**src/rtl/despachador_traccion.sv**
```systemverilog
// despachador_traccion: owns the UART rdy/rdy_clr handshake, parses ASCII
// frames <letter><1-3 digits><terminator> and dispatches duty/direction to
// the addressed traction channel. Each channel has a watchdog that zeroes
// its duty when commands stop arriving.
module despachador_traccion #(
    parameter int          NUM_CANALES       = 4,
    parameter logic [7:0]  LETRA_BASE        = 8'd65,
    parameter logic [7:0]  CARACTER_ADELANTE = 8'd35,
    parameter logic [7:0]  CARACTER_ATRAS    = 8'd33,
    parameter int          TIMEOUT_CICLOS    = 25000000
) (
    input  logic                       CLOCK_50,
    input  logic                       RESET,
    input  logic                       rdy,
    input  logic [7:0]                 dout,
    output logic                       rdy_clr,
    output logic [8*NUM_CANALES-1:0]   SALIDA_AL_MOTOR,
    output logic [NUM_CANALES-1:0]     SALIDA_DIRECCION,
    output logic [NUM_CANALES-1:0]     CANAL_ACTIVO,
    output logic                       ERROR_TRAMA
);

    localparam int CH_W = (NUM_CANALES > 1) ? $clog2(NUM_CANALES) : 1;
    localparam int WD_W = $clog2(TIMEOUT_CICLOS + 1);
    localparam logic [WD_W-1:0] WD_CARGA = WD_W'(TIMEOUT_CICLOS);

    typedef enum logic {
        ESPERA_LETRA  = 1'b0,
        ESPERA_DIGITO = 1'b1
    } estado_t;

    estado_t           r_estado;
    estado_t           w_estado_next;
    logic [CH_W-1:0]   r_canal;
    logic [CH_W-1:0]   w_canal_next;
    logic [9:0]        r_acc;
    logic [9:0]        w_acc_next;
    logic [1:0]        r_ndig;
    logic [1:0]        w_ndig_next;
    logic              r_rdy_clr;
    logic              r_error;
    logic              w_error_next;
    logic              w_escribir;
    logic              w_dir_val;

    // Byte decode helpers
    logic              w_acepta;
    logic              w_es_letra;
    logic              w_es_digito;
    logic              w_es_term;
    logic [CH_W-1:0]   w_canal_letra;
    logic [3:0]        w_digito;

    // A byte is taken only when rdy is up and we are not in the clear cycle
    assign w_acepta      = rdy && !r_rdy_clr;
    assign w_es_letra    = ({1'b0, dout} >= {1'b0, LETRA_BASE}) &&
                           ({1'b0, dout} < ({1'b0, LETRA_BASE} + 9'(NUM_CANALES)));
    assign w_es_digito   = (dout >= 8'd48) && (dout <= 8'd57);
    assign w_es_term     = (dout == CARACTER_ADELANTE) || (dout == CARACTER_ATRAS);
    assign w_canal_letra = CH_W'(dout - LETRA_BASE);
    assign w_digito      = 4'(dout - 8'd48);

    // Parser state and handshake registers
    always_ff @(posedge CLOCK_50) begin
        if (RESET) begin
            r_estado  <= ESPERA_LETRA;
            r_canal   <= '0;
            r_acc     <= '0;
            r_ndig    <= '0;
            r_rdy_clr <= 1'b0;
            r_error   <= 1'b0;
        end else begin
            r_estado  <= w_estado_next;
            r_canal   <= w_canal_next;
            r_acc     <= w_acc_next;
            r_ndig    <= w_ndig_next;
            r_rdy_clr <= w_acepta;
            r_error   <= w_error_next;
        end
    end

    // Next-state logic: frame parsing, rejection and dispatch strobe
    always_comb begin
        w_estado_next = r_estado;
        w_canal_next  = r_canal;
        w_acc_next    = r_acc;
        w_ndig_next   = r_ndig;
        w_error_next  = 1'b0;
        w_escribir    = 1'b0;
        w_dir_val     = 1'b0;
        if (w_acepta) begin
            case (r_estado)
                ESPERA_LETRA: begin
                    if (w_es_letra) begin
                        w_canal_next  = w_canal_letra;
                        w_acc_next    = '0;
                        w_ndig_next   = '0;
                        w_estado_next = ESPERA_DIGITO;
                    end
                end
                ESPERA_DIGITO: begin
                    if (w_es_letra) begin
                        // A new letter restarts the frame without an error
                        w_canal_next  = w_canal_letra;
                        w_acc_next    = '0;
                        w_ndig_next   = '0;
                    end else if (w_es_digito) begin
                        if (r_ndig != 2'd3) begin
                            w_acc_next  = (r_acc * 10'd10) + {6'd0, w_digito};
                            w_ndig_next = r_ndig + 2'd1;
                        end else begin
                            w_error_next  = 1'b1;
                            w_estado_next = ESPERA_LETRA;
                        end
                    end else if (w_es_term) begin
                        if ((r_ndig != 2'd0) && (r_acc <= 10'd255)) begin
                            w_escribir = 1'b1;
                            w_dir_val  = (dout == CARACTER_ATRAS);
                        end else begin
                            w_error_next = 1'b1;
                        end
                        w_estado_next = ESPERA_LETRA;
                    end else begin
                        w_error_next  = 1'b1;
                        w_estado_next = ESPERA_LETRA;
                    end
                end
                default: w_estado_next = ESPERA_LETRA;
            endcase
        end
    end

    assign rdy_clr     = r_rdy_clr;
    assign ERROR_TRAMA = r_error;

    genvar gi;
    generate
        for (gi = 0; gi < NUM_CANALES; gi++) begin : g_canal
            logic [7:0]      r_duty;
            logic            r_dir;
            logic            r_activo;
            logic [WD_W-1:0] r_wd;
            logic            w_cmd;

            assign w_cmd = w_escribir && (r_canal == CH_W'(gi));

            // Channel outputs and watchdog; a command on the expiry edge wins
            always_ff @(posedge CLOCK_50) begin
                if (RESET) begin
                    r_duty   <= 8'd0;
                    r_dir    <= 1'b0;
                    r_activo <= 1'b0;
                    r_wd     <= '0;
                end else if (w_cmd) begin
                    r_duty   <= r_acc[7:0];
                    r_dir    <= w_dir_val;
                    r_activo <= 1'b1;
                    r_wd     <= WD_CARGA;
                end else if (r_wd != '0) begin
                    r_wd <= r_wd - WD_W'(1);
                    if (r_wd == WD_W'(1)) begin
                        r_duty   <= 8'd0;
                        r_activo <= 1'b0;
                    end
                end
            end

            assign SALIDA_AL_MOTOR[8*gi +: 8] = r_duty;
            assign SALIDA_DIRECCION[gi]       = r_dir;
            assign CANAL_ACTIVO[gi]           = r_activo;
        end
    endgenerate

endmodule

```
**config.mk**
```make
export PLATFORM = sky130hd
export DESIGN_NAME = despachador_traccion
export DESIGN_NICKNAME = d
export VERILOG_FILES = /design/src/rtl/despachador_traccion.sv
export SDC_FILE = /design/constraint.sdc
export NUM_CORES = 1
export LEC_CHECK = 0
export ABC_AREA = 1
export BUFFER_PORTS_ARGS = -buffer_cell sky130_fd_sc_hd__buf_2
export CAP_MARGIN = 10
export CORE_ASPECT_RATIO = 0.5
export CORE_MARGIN = 8
export CORE_UTILIZATION = 50
export DETAILED_ROUTE_END_ITERATION = 7
export PLACE_DENSITY = 0.68
export SETUP_SLACK_MARGIN = 0.4
export SKIP_LAST_GASP = 1
export SYNTH_ARGS = -nofsm -noshare
export SYNTH_HDL_FRONTEND = slang
export SYNTH_SLANG_ARGS = --single-unit
```
**constraint.sdc**
```tcl
create_clock -name CLOCK_50 -period 7.1 [get_ports CLOCK_50]
set_clock_uncertainty 0.05 [all_clocks]
set_input_delay 0.71 -clock CLOCK_50 [delete_from_list [all_inputs] [get_ports CLOCK_50]]
set_output_delay 0.71 -clock CLOCK_50 [all_outputs]
set_load 0.005 [all_outputs]
```
==> results.cfg, run 1 <==
[placement]
pre_cts_ws_ns = 4.52
placed_cells = 1465
placed_cell_area_um2 = 8820
dp_hpwl_um = 14800
io_buffers = 52
gp_congestion = 0.929

[synthesis]
synth_nets = 1263
ys_types = 39
yosysWarnings = 0
syn_area_per_cell_um2 = 6.95
syn_inst = 1222
synth_area_um2 = 8490
ys_ff_latch = 157
ys_seq_area_frac = 0.370

[floorplan]
start_util = 0.515
io_pins = 53
fp-row-count = 33
core-area_um2 = 16500
die_area_um2 = 21700
dieWidth_um = 200
chipHeight_um = 108

[global_route]
grt_usage = 0.191
overflow = 0
grt_max_degree = 63
grt_pass1_vias = 7248
grt_pass1_wl_um = 34900
antenna_found_initial = 0

[sta]
setup_viol = 0
slew_violations = 0
fin_ws_ns = 4.52
fin_setup_tns_ns = 0
post-route-period-util = 0.363
hold_violations = 0
tightest_slew_ns = 0.857
rsz0062_at_grt = no
slew_headroom = 0.426
max_freq_mhz = 388
holdWs_ns = 0.407
period_needed_ns = 2.58

[cts]
ctsResizeCount = 0
cts_root_buffer = clkbuf_16
worstSkewPairLatency_ns = 0.43
numCtsBuffers = 17
cts-hold-fix-buffers = 0
cts_tree = done
post_cts_buffers = 0
cts_buffer_depth = 2
clock-sinks = 157
cts_max_level = 4
clk_pin_slew_ns = 0.07

[worst_setup_path]
start_kind = flip-flop
cp.required_ns = 7.32
crit_path_end_kind = flip-flop
cp_max_fo = 23
arrival_ns = 2.80
crit_type = reg2reg

[cells_and_area]
n_fill_cell = 1566
final_cell_count_no_fill = 1497
utilization = 0.568
final_nets = 1298
syn2layout_area_growth_pct = 10.3
final_area_um2 = 9360
n_antenna_cell = 0
drive_gt1_frac = 0.104
multi_input_area_um2 = 4810
seq_area_um2 = 3140

[route]
drt-initial-drc-count = 563
first_pass_iters = 5
drc_errors = 0
wirelength_um = 20900
via_per_inst = 5.27
wl_per_cell_um = 14.0
ant_nets = 0
dr_total_vias = 7890

[pwr]
p_leak_nw = 4.21
total_power_mw = 4.66
p_per_area_nw_per_um2 = 498
irDropWorstVdd_v = 0.000191

[min_path]
hold_path.class = reg2reg

[run]
cap_violations = 0

[outcome]
status = finished clean
routing by layer:
metal	global-route usage	wire length, µm
met4	0.0621	334
met5	0	0
met3	0.0316	933
met1	0.248	9870
met2	0.327	9750
power by group:
part | switching (mW) | internal (mW)
logic | 1.60 | 0.892
clock network | 0.395 | 0.453
registers | 0.213 | 1.11
total | 2.20 | 2.46
synth_stat cells, drive strengths merged:
cell type / n / area (µm²)
dfxtp: 157 / 3140
xnor2: 36 / 315
clkinv: 5 / 22.5
a21oi: 98 / 505
a21boi: 1 / 7.51
nand3: 85 / 435
nand3b: 2 / 15.0
a211oi: 3 / 22.5
o21ai: 9 / 45.0
a31oi: 3 / 18.8
nand4: 25 / 163
fa: 2 / 40.0
nor2: 279 / 1090
ha: 28 / 350
nor3: 25 / 145
o21bai: 1 / 7.51
clkbuf: 12 / 45.0
a31o: 6 / 52.6
o31ai: 1 / 7.51
or2: 14 / 87.6
nand2: 273 / 1050
o211ai: 18 / 135
nor3b: 2 / 15.0
buf: 26 / 181
xor2: 34 / 298
inv: 77 / 289
sequential cells by signal (all words and copies together) (netlist names):
register and flops:
r_ndig 2, g_canal.r_wd 100, g_canal.r_activo 4, r_estado 1
r_acc 10, r_canal 2, ERROR_TRAMA 1, rdy_clr 1
g_canal.r_duty 32, g_canal.r_dir 4
cell families (layout without fill, tap and decap cells):
group,after synthesis,in the layout,synth area share
XOR/XNOR,70,70,0.0722
AO/OA/AOI/OAI,140,140,0.0945
flip-flops,157,157,0.370
AND/OR/NAND/NOR,705,705,0.354
adder cells (fa/ha/maj),30,30,0.0460
buffers and inverters,120,168,0.0634
path summary, 6_finish.rpt:
path              slack (ns)  depth (start not counted)                start                  end
setup / recovery        4.52                          9   g_canal[1].r_wd[0]  g_canal[1].r_wd[19]
hold / removal          0.41                          2  g_canal[2].r_activo  g_canal[2].r_activo
setup reg to reg        4.52                          9   g_canal[1].r_wd[0]  g_canal[1].r_wd[19]
hold reg to reg         0.41                          2  g_canal[2].r_activo  g_canal[2].r_activo
placed cells by master, fill, tap and decap left out, types with 14 or more instances in the layout:
cell type,n
buf_2,51
nand3_1,83
dfxtp_1,157
inv_1,76
nor2_1,273
or2_2,14
xor2_1,34
nand2_1,267
nand4_1,24
o211ai_1,18
ha_1,28
xnor2_1,36
clkbuf_16,17
nor3_1,21
a21oi_1,94
worst max-delay path, stage by stage (launching register included):
cell and delay, ns:
dfxtp_1 0.35, inv_1 0.14, ha_1 0.29, nand2_1 0.14
nor2_1 0.18, nand2_1 0.12, nor2_4 0.48, clkinv_1 0.43
nand3_1 0.19, a21oi_1 0.07
area by class of cell:
| class | instances | share of cell area |
|---|---|---|
| inverters | 82 | 0.0333 |
| flip-flops and latches | 157 | 0.336 |
| well taps | 227 | 0.0303 |
| repair buffers | 54 | 0.0297 |
| multi-input cells | 945 | 0.513 |
| clock buffers | 18 | 0.0458 |
| clock inverters | 14 | 0.0119 |
Power figures use the tool's default switching activity.
==> inputs of run 2 (changes only) <==
Clock period 7.1 ns to 2.4 ns, I/O delays scaled along.
==> run 2 against run 1 <==
Via count grew 0.85%. Die area did not move. Worst hold slack got worse by 0.35 ns. Critical path type unchanged. Critical endpoint is now r_acc[8]. Largest cell class unchanged.
==> results.cfg, run 2 (synthesis gave the netlist of run 1 again) <==
[floorplan]
die_area_um2 = 21700
fp-row-count = 33
start_util = 0.515
chipHeight_um = 108
dieWidth_um = 200
core-area_um2 = 16500
io_pins = 53

[placement]
io_buffers = 52
gp_congestion = 0.903
placed_cells = 1480
dp_hpwl_um = 15200

[cells_and_area]
final_nets = 1322
syn2layout_area_growth_pct = 16.5
largest_reg_flops = 100
mostFrequentLayoutCells = 268 x nor2_1, 258 x nand2_1, 152 x dfxtp_1
drive_gt1_frac = 0.155
final_common_cell = nor2_1
n_antenna_cell = 0
top_regs = g_canal.r_wd x100, g_canal.r_duty x32, r_acc x10
final_cell_count_no_fill = 1521
top_register = g_canal.r_wd

[sta]
rsz0062_at_grt = yes
period_needed_ns = 2.14
max_freq_mhz = 468
setup_viol = 0
tightest_slew_ns = 0.582
slew_violations = 0
fin_setup_tns_ns = 0
hold_violations = 0
slew_headroom = 0.611
post-route-period-util = 0.890

[global_route]
antenna_found_initial = 0
grt_pass1_vias = 7643
grt_max_degree = 103
overflow = 0
grt_usage = 0.197
grt_pass1_wl_um = 36200

[route]
drc_errors = 0
drt-initial-drc-count = 577
ant_nets = 0
wl_per_cell_um = 14.2
wirelength_um = 21600
first_pass_iters = 7
dr_total_vias = 7957
via_per_inst = 5.23

[cts]
clock-sinks = 157
cts_max_level = 4
cts_root_buffer = clkbuf_16
cts_buffer_depth = 2
worstSkewPairLatency_ns = 0.43
cts_tree = done
numCtsBuffers = 17
clk_pin_slew_ns = 0.07

[worst_setup_path]
arrival_ns = 2.44
cp-startpoint = r_acc[1]
cp_max_fo = 3
cp_slowest_cell = fa_2
slowest_delay_ns = 0.53
cp.required_ns = 2.71
start_kind = flip-flop
crit_path_end_kind = flip-flop
crit_path_cell_trace = ha_4, ha_4, fa_2, nand2_1, inv_1, nand4_1, a21oi_2, nand2_1, nand2_1, nand3_1, a21oi_1
timing.rr.start = r_acc[1]
crit_type = reg2reg
cpMostUsedCell = nand2_1

[pwr]
irDropWorstVdd_v = 0.000556
p_per_area_nw_per_um2 = 1450
p_leak_nw = 4.32

[run]
cap_violations = 0

[outcome]
status = finished clean

[min_path]
hp-start = dout[0]
hold_path.class = in2reg
==> run 2: where the power goes <==
part | switching [mW] | internal (mW) | total, mW
Clock | 1.20 | 1.37 | 2.58
Combinational | 4.91 | 2.89 | 7.81
Sequential | 0.624 | 3.29 | 3.91
==> run 2: worst max-delay path, delay by kind of cell (launching register included) <==
family	cells	cell delay [ns]
and+or+nand+nor	5	0.37
adders and majority gates	3	0.93
DFF	1	0.35
AOI/OAI and AO/OA	2	0.32
buffers and inverters	1	0.06
==> run 2: per-layer routing <==
layer  vias up  GRT usage  routed length, µm
met3        36     0.0278                758
met5         -          0                  0
met1      3680      0.251              10200
met4         0     0.0757                448
met2       163      0.341              10100
li1       4078          -                  -
==> run 2: metrics by stage <==
step | util | worst slack, ns | hold slack [ns] | total power, mW | cell area (µm²)
floorplan | - | 0.349 | 0.332 | 9.82 | 8540
global placement | 0.547 | 0.240 | 0.395 | 11.2 | 9010
detailed placement | 0.547 | 0.126 | 0.404 | 11.3 | 9010
CTS | 0.588 | 0.254 | 0.0347 | 14.0 | 9690
global route | 0.600 | 0.140 | 0.0682 | 15.7 | 9890
finish | 0.600 | 0.263 | 0.0555 | 14.3 | 9890
==> run 2: repair_timing <==
| action | CTS | global route |
|---|---|---|
| hold endpoints to repair | 0 | 0 |
| pin swaps | 7 | 6 |
| setup endpoints to repair | 83 | 126 |
| setup buffers | 5 | 4 |
| hold buffers | 0 | 0 |
| gates resized for setup | 21 | 36 |
==> run 2: final timing paths <==
check | slack (ns) | end | depth (start not counted)
worst max-delay path | 0.26 | r_acc[8] | 11
worst min-delay path | 0.06 | r_acc[0] | 3
worst max register to register | 0.26 | r_acc[8] | 11
worst min register to register | 0.41 | g_canal[3].r_activo | 2
==> run 2: layout make-up <==
type	count	area, µm²
fill	1535	6590
multi-input combinational	945	5050
sequential	157	3160
timing repair buffer	78	515
clock buffer	19	443
inverter	82	327
tap	227	284
clock inverter	13	106
